==> src/rtl/ux607_rst_seq_if.sv <==
// Request/status bundle between the reset sequencer and the SoC reset consumers.
interface ux607_rst_seq_if;
  logic       sw_rst_req;
  logic       wdt_rst_req;
  logic       dbg_rst_req;
  logic       cause_clr;
  logic       bus_rst_n;
  logic       periph_rst_n;
  logic       core_rst_n;
  logic       rst_done;
  logic [2:0] rst_cause;

  modport master (
    output sw_rst_req, wdt_rst_req, dbg_rst_req, cause_clr,
    input  bus_rst_n, periph_rst_n, core_rst_n, rst_done, rst_cause
  );

  modport slave (
    input  sw_rst_req, wdt_rst_req, dbg_rst_req, cause_clr,
    output bus_rst_n, periph_rst_n, core_rst_n, rst_done, rst_cause
  );
endinterface

==> src/rtl/ux607_rst_seq.sv <==
// UX607 reset sequencer: staged bus -> peripheral -> core release with a sticky cause code.
module ux607_rst_seq #(
  parameter int HOLD_CYC        = 16,
  parameter int BUS2PERIPH_CYC  = 4,
  parameter int PERIPH2CORE_CYC = 4,
  parameter int CNT_W           = 8
) (
  input  logic             sys_clk,
  input  logic             por_rst_n,
  ux607_rst_seq_if.slave   rif
);

  localparam logic [1:0] HOLD       = 2'd0;
  localparam logic [1:0] BUS_REL    = 2'd1;
  localparam logic [1:0] PERIPH_REL = 2'd2;
  localparam logic [1:0] RUN        = 2'd3;

  localparam logic [CNT_W-1:0] HOLD_LAST = CNT_W'(HOLD_CYC - 1);
  localparam logic [CNT_W-1:0] B2P_LAST  = CNT_W'(BUS2PERIPH_CYC - 1);
  localparam logic [CNT_W-1:0] P2C_LAST  = CNT_W'(PERIPH2CORE_CYC - 1);

  localparam logic [2:0] CAUSE_NONE = 3'b000;
  localparam logic [2:0] CAUSE_POR  = 3'b001;
  localparam logic [2:0] CAUSE_SW   = 3'b010;
  localparam logic [2:0] CAUSE_WDT  = 3'b011;
  localparam logic [2:0] CAUSE_DBG  = 3'b100;

  logic [1:0]       sync_pipe;
  logic [1:0]       state;
  logic [CNT_W-1:0] cnt;
  logic             bus_q, periph_q, core_q, done_q;
  logic [2:0]       cause_q;
  logic             req_any;
  logic [2:0]       req_cause;

  assign req_any = rif.sw_rst_req | rif.wdt_rst_req | rif.dbg_rst_req;

  always_comb begin
    req_cause = CAUSE_NONE;
    if (rif.wdt_rst_req)      req_cause = CAUSE_WDT;
    else if (rif.dbg_rst_req) req_cause = CAUSE_DBG;
    else if (rif.sw_rst_req)  req_cause = CAUSE_SW;
  end

  // sync_pipe[1] gates HOLD counting so POR deassertion is seen two edges late
  always_ff @(posedge sys_clk or negedge por_rst_n) begin
    if (!por_rst_n) begin
      sync_pipe <= 2'b00;
      state     <= HOLD;
      cnt       <= '0;
      bus_q     <= 1'b0;
      periph_q  <= 1'b0;
      core_q    <= 1'b0;
      done_q    <= 1'b0;
      cause_q   <= CAUSE_POR;
    end else begin
      sync_pipe <= {sync_pipe[0], 1'b1};
      if (req_any) begin
        state    <= HOLD;
        cnt      <= '0;
        bus_q    <= 1'b0;
        periph_q <= 1'b0;
        core_q   <= 1'b0;
        done_q   <= 1'b0;
        cause_q  <= req_cause;
      end else begin
        if (rif.cause_clr) cause_q <= CAUSE_NONE;
        case (state)
          HOLD: begin
            if (sync_pipe[1]) begin
              if (cnt == HOLD_LAST) begin
                state <= BUS_REL;
                cnt   <= '0;
                bus_q <= 1'b1;
              end else begin
                cnt <= cnt + 1'b1;
              end
            end
          end
          BUS_REL: begin
            if (cnt == B2P_LAST) begin
              state    <= PERIPH_REL;
              cnt      <= '0;
              periph_q <= 1'b1;
            end else begin
              cnt <= cnt + 1'b1;
            end
          end
          PERIPH_REL: begin
            if (cnt == P2C_LAST) begin
              state  <= RUN;
              cnt    <= '0;
              core_q <= 1'b1;
              done_q <= 1'b1;
            end else begin
              cnt <= cnt + 1'b1;
            end
          end
          default: ;
        endcase
      end
    end
  end

  assign rif.bus_rst_n    = bus_q;
  assign rif.periph_rst_n = periph_q;
  assign rif.core_rst_n   = core_q;
  assign rif.rst_done     = done_q;
  assign rif.rst_cause    = cause_q;

endmodule

==> src/flat_wrapper.sv <==
// flat-port wrapper written by rule: the top's interface ports become plain ports
module ux607_rst_seq_flat 
#(
  parameter int HOLD_CYC        = 16,
  parameter int BUS2PERIPH_CYC  = 4,
  parameter int PERIPH2CORE_CYC = 4,
  parameter int CNT_W           = 8
)
  (sys_clk, por_rst_n, rif_sw_rst_req, rif_wdt_rst_req, rif_dbg_rst_req, rif_cause_clr, rif_bus_rst_n, rif_periph_rst_n, rif_core_rst_n, rif_rst_done, rif_rst_cause);
  ux607_rst_seq_if rif_i ();
  input  logic sys_clk;
  input  logic por_rst_n;
  input wire logic [$bits(rif_i.sw_rst_req)-1:0] rif_sw_rst_req;
  input wire logic [$bits(rif_i.wdt_rst_req)-1:0] rif_wdt_rst_req;
  input wire logic [$bits(rif_i.dbg_rst_req)-1:0] rif_dbg_rst_req;
  input wire logic [$bits(rif_i.cause_clr)-1:0] rif_cause_clr;
  output wire logic [$bits(rif_i.bus_rst_n)-1:0] rif_bus_rst_n;
  output wire logic [$bits(rif_i.periph_rst_n)-1:0] rif_periph_rst_n;
  output wire logic [$bits(rif_i.core_rst_n)-1:0] rif_core_rst_n;
  output wire logic [$bits(rif_i.rst_done)-1:0] rif_rst_done;
  output wire logic [$bits(rif_i.rst_cause)-1:0] rif_rst_cause;
  assign rif_i.sw_rst_req = rif_sw_rst_req;
  assign rif_i.wdt_rst_req = rif_wdt_rst_req;
  assign rif_i.dbg_rst_req = rif_dbg_rst_req;
  assign rif_i.cause_clr = rif_cause_clr;
  assign rif_bus_rst_n = rif_i.bus_rst_n;
  assign rif_periph_rst_n = rif_i.periph_rst_n;
  assign rif_core_rst_n = rif_i.core_rst_n;
  assign rif_rst_done = rif_i.rst_done;
  assign rif_rst_cause = rif_i.rst_cause;
  ux607_rst_seq #(.HOLD_CYC(HOLD_CYC), .BUS2PERIPH_CYC(BUS2PERIPH_CYC), .PERIPH2CORE_CYC(PERIPH2CORE_CYC), .CNT_W(CNT_W)) u_core (.sys_clk(sys_clk), .por_rst_n(por_rst_n), .rif(rif_i));
endmodule
==> config.mk <==
export PLATFORM = sky130hd
export DESIGN_NAME = ux607_rst_seq_flat
export DESIGN_NICKNAME = d
export VERILOG_FILES = /design/src/rtl/ux607_rst_seq_if.sv /design/src/rtl/ux607_rst_seq.sv /design/src/flat_wrapper.sv
export SDC_FILE = /design/constraint.sdc
export NUM_CORES = 1
export LEC_CHECK = 0
export BUFFER_PORTS_ARGS = -buffer_cell sky130_fd_sc_hd__buf_2
export CAP_MARGIN = 20
export CORE_AREA = 4 4 47 53
export CTS_CLUSTER_SIZE = 14
export DETAILED_ROUTE_END_ITERATION = 6
export DIE_AREA = 0 0 51 57
export PLACE_DENSITY = 0.68
export SYNTH_ARGS = -nofsm -noshare
export SYNTH_HDL_FRONTEND = slang
export SYNTH_SLANG_ARGS = --single-unit
==> constraint.sdc <==
create_clock -name sys_clk -period 3.45 [get_ports sys_clk]
set_clock_uncertainty 0.05 [all_clocks]
set_input_delay 0.5175 -clock sys_clk [delete_from_list [all_inputs] [get_ports sys_clk]]
set_output_delay 0.5175 -clock sys_clk [all_outputs]
set_load 0.005 [all_outputs]
==> results_dict.tcl, run 1 <==
set metrics [dict create \
    max_freq_mhz 480 \
    mostFrequentLayoutCell "dfrtp_1" \
    fin_setup_tns_ps 0 \
    slew-limit-headroom_pct 54.2 \
    maxCapViolations 0 \
    period_needed_ps 2080 \
    synth_seq_cells 18 \
    grt_usage_pct 16.6 \
    hold_path_class "primary input to asynchronous set/reset pin" \
    p_sw_share_pct 22.3 \
    final_nets 137 \
    clockRootBuffer "clkbuf_4" \
    cellPowerDensity_mw_per_mm2 326 \
    dpl.cell_count 148 \
    setup_viol 0 \
    met3_length_um 82 \
    fp-row-count 17 \
    postSynthCellCount 111 \
    met1_length_um 874 \
    synth_top_family_by_area "simple AND/OR/NAND/NOR gates" \
    hold_viol 0 \
    power.share.combinational_pct 5.5 \
    via_per_inst 5.71 \
    ir_drop_mv 0.227 \
    die_area_sq_mm 0.00291 \
    cts-resized-gates 0 \
    drv_slew 0 \
    grt_max_degree 19 \
    cts.sinks 18 \
    rrSetupSlack_ps 1370 \
    n_antenna_cell 0 \
    num_io_pins 13 \
    grt_pass1_wl_um 3680 \
    drcViolationCount 0 \
    leakage_uw 0.000482 \
    rsz0062_at_grt "no" \
    start_kind "flip-flop" \
    vias 868 \
    cts_hold_buf 0 \
    post_cts_buffers 0 \
    crit_arrival_ps 2240 \
    synth_xor_area_share_pct 0.864 \
    dr_wl_met2_um 1050 \
    start_util_pct 51.2 \
    cts_buffer_depth 2 \
    status "complete, no violations" \
    drt_iter0_drc 21 \
    synthSimpleGateAreaFrac_pct 24.2 \
    crit_required_ps 3610 \
    netlist_area_sq_mm 0.00101 \
    firstDrtPassIters 4 \
    wire_per_inst_um 13.5 \
    clkTransAtPathRegs_ps 100 \
    syn_avg_cell_area_sq_um 9.13 \
    grt_pass1_vias 846 \
    seqPwrFrac_pct 58.7 \
    insertion_delay_ps 300 \
    cts.htree.levels 1 \
    syn_to_final_growth_pct 11.9 \
    port_buffers 12 \
    cp_max_fo 6 \
    drive_above_1_share_pct 16.9 \
    yosys_warnings 0 \
    gp_congestion 0.795 \
    cts_tree "built" \
    hpwl_um 1540 \
    clockPowerShare_pct 35.8 \
    yosysSeqAreaShare_pct 44.6 \
    syn_nets 123 \
    end_kind "flip-flop" \
    switchingPower_uw 82.3 \
    die_w_um 51 \
    wl_um 2060 \
    grt_overflow 0 \
    internal-power_uw 287 \
    coreArea_sq_mm 0.00198 \
    finalNonFillerCells 152 \
    path_class "flip-flop to flip-flop" \
    die_y_um 57 \
    cts_buffers 3 \
    final_cell_mix "dfrtp_1 (17), buf_2 (12), nand2_1 (11)" \
    synthAdderAreaFrac_pct 7.41 \
    muxShareOfSynthArea_pct 1.98 \
    antenna_found_initial 0 \
    ant_nets 0 \
    top_layer_used "met4" \
    synthDistinctLibCells 38 \
    fin_crit_sh_pct 60.4 \
    synth_compound_area_share_pct 16.2 \
    worstMarginPinSlew_ps 681 \
]
[worst paths after layout]
check,cells past startpoint,endpoint,startpoint
setup / recovery,6,u_core.cnt[4]$_DFFE_PN0P_,u_core.state[0]$_DFFE_PN0P_
hold / removal,1,u_core.state[1]$_DFFE_PN0P_,por_rst_n
setup reg to reg,6,u_core.cnt[4]$_DFFE_PN0P_,u_core.state[0]$_DFFE_PN0P_
hold reg to reg,0,u_core.sync_pipe[1]$_DFF_PN0_,u_core.sync_pipe[0]$_DFF_PN0_
max in group asynchronous,1,u_core.rif.rst_cause[0]$_DFFE_PN1P_,por_rst_n
min in group sys_clk,0,u_core.sync_pipe[1]$_DFF_PN0_,u_core.sync_pipe[0]$_DFF_PN0_
[per-stage QoR]
step	hold slack (ps)	power [uW]	instance area (sq um)	utilization (%)	setup WS, ps
3_3_place_gp	286	241	1100	55.5	1470
2_1_floorplan	172	229	1010	-	1510
3_5_place_dp	286	242	1100	55.5	1390
4_1_cts	84.0	373	1130	57.3	1380
6_report	68.3	369	1130	57.3	1370
5_1_grt	97.7	385	1130	57.3	1210
[flip-flops by register name, summed over array words and instances (netlist names)]
| signal | flops |
|---|---|
| u_core.cnt | 8 |
| u_core.state | 2 |
| u_core.sync_pipe | 2 |
| u_core.rif.core_rst_n | 1 |
| u_core.rif.bus_rst_n | 1 |
| u_core.rif.rst_cause | 3 |
| u_core.rif.periph_rst_n | 1 |
[layout make-up]
class	count	area, sq um
fill	172	845
sequential	18	452
tap	28	35.0
inverter	7	26.3
multi-input combinational	82	517
clock buffer	4	36.3
timing repair buffer	13	67.6
[power groups by stage]
stage | combinational [uW] | sequential (uW) | clock [uW]
2_1_floorplan | 7.73 | 221 | 0
3_3_place_gp | 20.3 | 221 | 0
6_report | 20.2 | 217 | 132
3_5_place_dp | 20.9 | 221 | 0
5_1_grt | 23.5 | 218 | 144
4_1_cts | 20.9 | 217 | 135
[worst max-delay path, cell delays in order (launching register included)]
cell      delay, ps
dfrtp_1         430
inv_1           110
ha_1            340
nor3b_1         160
o211ai_1        320
nand3_1         250
o32ai_1         330
[per-layer routing]
layer / track usage, % / vias up
li1: - / 429
met1: 19.7 / 405
met2: 28.4 / 29
met3: 3.13 / 5
met4: 8.08 / 0
met5: 0 / -
[cells by family after synthesis]
family / Yosys count
other cells: 1
flops: 18
simple gates: 45
fa+ha+maj: 6
compound gates: 27
mux: 2
xor+xnor: 1
buf+inv: 11
[cells in the mapped netlist (all sizes together)]
library cell,count,area share [%]
dfrtp,17,42
nand2,11,4.1
a21oi,9,4.4
nor2,8,3.0
o21ai,8,4.0
inv,7,2.6
ha,6,7.4
nand3,4,2.0
nand4,4,2.5
nor3,4,2.0
clkbuf,3,1.1
o311ai,3,2.6
a31oi,2,1.2
mux2i,2,2.0
a31o,1,0.86
and2,1,0.62
and3,1,0.62
and3b,1,0.86
and4,1,0.86
buf,1,0.74
conb,1,0.37
dfstp,1,2.6
nand2b,1,0.62
nand3b,1,0.74
nand4b,1,0.86
nor3b,1,0.74
nor4,1,0.62
o211ai,1,0.74
o21a,1,0.74
o21bai,1,0.74
o32ai,1,0.86
or2,1,0.62
or3,1,0.62
or3b,1,0.86
or4,1,1.1
or4b,1,0.99
xnor2,1,0.86
Note: power is estimated with default switching activity, not from simulation.
==> run 2, diff against run 1 <==
ABC_AREA = 1   (was default)
CORE_AREA = 4 4 47 54   (was 4 4 47 53)
DIE_AREA = 0 0 51 58   (was 0 0 51 57)
PLACE_DENSITY = 0.67   (was 0.68)
clock period = 2.1 ns   (was 3.45 ns; I/O delays follow)
==> results_dict.tcl, run 2 <==
set metrics [dict create \
    status "complete, no violations" \
    ant_nets 0 \
    num_io_pins 13 \
    grt_pass1_vias 806 \
    cp_max_fo 7 \
    synthDistinctLibCells 21 \
    synth.top_cells.by_count "nand2_1 (30), inv_1 (20), dfrtp_1 (17)" \
    die_w_um 51 \
    die_area_sq_mm 0.00296 \
    yosys_warnings 0 \
    synth-edff-count 0 \
    largest_reg_flops 8 \
    hold_viol 0 \
    drv_slew 0 \
    setup_viol 0 \
    synth.top_cell.area_share_pct 41.7 \
    syn_avg_cell_area_sq_um 7.73 \
    die_y_um 58 \
    path_cells "inv_1, ha_1, inv_1, o21bai_1, nand2_4, inv_1, nor2_1, a21oi_1" \
    maxCapViolations 0 \
    place_area_sq_mm 0.00111 \
    via_per_inst 5.07 \
    end_kind "flip-flop" \
    multi_input_area_sq_um 482 \
    antenna_found_initial 0 \
    port_buffers 12 \
    use_met2_pct 25.8 \
    grt_pass1_wl_um 3440 \
    met1_usage_pct 18.7 \
    grt_util_met3_pct 3.60 \
    cpMaxStageDelayCell "dfrtp_1" \
    fp-row-count 17 \
    cpPeakStageDelay_ps 420 \
    cts_buffers 3 \
    path_class "flip-flop to flip-flop" \
    n_antenna_cell 0 \
    grt_max_degree 19 \
    final_cell_mix "nand2_1 (30), inv_1 (20), dfrtp_1 (17)" \
    final_nets 161 \
    postSynthCellCount 132 \
    cts.htree.levels 1 \
    firstDrtPassIters 4 \
    top_usage_layer "met2" \
    wl_um 1960 \
    hold_path_class "primary input to flip-flop" \
    n_fill_cell 192 \
    final_area_sq_mm 0.00115 \
    yosysSeqAreaShare_pct 44.3 \
    insertion_delay_ps 290 \
    synth_seq_cells 18 \
    synth.most_common_cell "nand2_1" \
    start_util_pct 51.5 \
    fin_setup_tns_ps 0 \
    syn_nets 144 \
    cts.sinks 18 \
    cts_tree "built" \
    mostFrequentLayoutCell "nand2_1" \
    crit_arrival_ps 1810 \
    gp_congestion 0.894 \
    leakage_uw 0.000590 \
    coreArea_sq_mm 0.00198 \
    seq_area_sq_um 452 \
    vias 892 \
    cts_buffer_depth 2 \
    wire_per_inst_um 11.1 \
    power_uw 662 \
    drive_above_1_share_pct 14.2 \
    clkTransAtPathRegs_ps 100 \
    ys.flop_type "dfrtp_1" \
    drt_iter0_drc 35 \
    grt_overflow 0 \
    crit_required_ps 2270 \
    top_register "u_core.cnt" \
    syn_to_final_growth_pct 13.1 \
    crit_top_cell "inv_1" \
    cellPowerDensity_mw_per_mm2 574 \
    pre_cts_slack_ps 487 \
    start_kind "flip-flop" \
    synthTopCellsByArea "dfrtp_1 (42%), nand2_1 (11%), ha_1 (7.4%), inv_1 (7.4%), nand3_1 (6.9%)" \
    max_freq_mhz 612 \
    yosysTopAreaCell "dfrtp_1" \
    drcViolationCount 0 \
    period_needed_ps 1630 \
    netlist_area_sq_mm 0.00102 \
    fin_ws_ps 467 \
    clockRootBuffer "clkbuf_4" \
    ir_drop_mv 0.465 \
    final_core_util_pct 58.3 \
    rsz0062_at_grt "no" \
    async_reset_ff_share_pct 100 \
    grt_usage_pct 15.3 \
    hpwl_um 1520 \
    fin_crit_sh_pct 77.8 \
]
[run 2: cell types whose count changed in the layout (fill, tap and decap cells not counted), sizes merged, moves of 2 or more]
| cell | delta |
|---|---|
| nand3 | +11 |
| nor3 | -3 |
| o311ai | -3 |
| o21ai | -2 |
| nor2 | +9 |
| nand2 | +20 |
| inv | +14 |
| a21oi | -3 |
| mux2i | -2 |
[run 2: per-stage QoR]
step                instances  hold WS, ps
floorplan                 132        -30.6
global placement          171          215
detailed placement        171          216
CTS                       176          174
global route              176          160
finish                    176          168
[run 2: worst max-delay path, delay by kind of cell (launching register included)]
kind	cells	cell delay, ps
DFF	1	420
AOI/OAI and AO/OA	2	360
buffers and inverters	3	340
adders and majority gates	1	200
and+or+nand+nor	2	170
[run 2: cell families (layout without fill, tap and decap cells)]
kind of cell,Yosys count,count (layout),share of synthesized area (%)
AND/OR/NAND/NOR,68,68,30.3
buffers and inverters,22,38,8.47
flip-flops,18,18,44.3
AO/OA/AOI/OAI,17,17,9.20
adder cells (fa/ha/maj),6,6,7.36
other,1,1,0.368
[run 2: area by class of cell]
cell class	instances	area share (%)
flip-flops and latches	18	39.2
well taps	28	3.04
inverters	21	6.83
clock buffers	4	3.15
repair buffers	13	6.07
multi-input cells	92	41.8
[run 2: metal layers]
| metal | vias up | routed length (um) |
|---|---|---|
| met4 | 0 | 27 |
| met1 | 415 | 905 |
| met2 | 21 | 935 |
| li1 | 452 | - |
| met5 | - | 0 |
| met3 | 4 | 92 |
[run 2: power breakdown]
group          internal (uW)  switching (uW)  leakage, uW  total, uW
sequential               364            12.6     0.000238        377
combinational           27.5            48.0     0.000331       75.5
clock                    106             105    0.0000210        210
[run 2: worst paths after layout]
path                                                     from                                  end  slack, ps  cells after the start
max in group asynchronous                           por_rst_n  u_core.rif.rst_cause[0]$_DFFE_PN1P_       1260                      2
worst max register to register    u_core.state[1]$_DFFE_PN0P_            u_core.cnt[0]$_DFFE_PN0P_        470                      8
min in group asynchronous                           por_rst_n            u_core.cnt[7]$_DFFE_PN0P_        430                      2
worst min-delay path                          rif_wdt_rst_req  u_core.rif.rst_cause[2]$_DFFE_PN0P_        170                      2
worst max-delay path              u_core.state[1]$_DFFE_PN0P_            u_core.cnt[0]$_DFFE_PN0P_        470                      8
worst min register to register  u_core.sync_pipe[0]$_DFF_PN0_        u_core.sync_pipe[1]$_DFF_PN0_        310                      0
[run 2: timing repair]
item	4_1_cts	5_1_grt
setup buffers	0	0
hold buffers	1	0
resized for setup	0	0
endpoints found under the hold margin	17	0
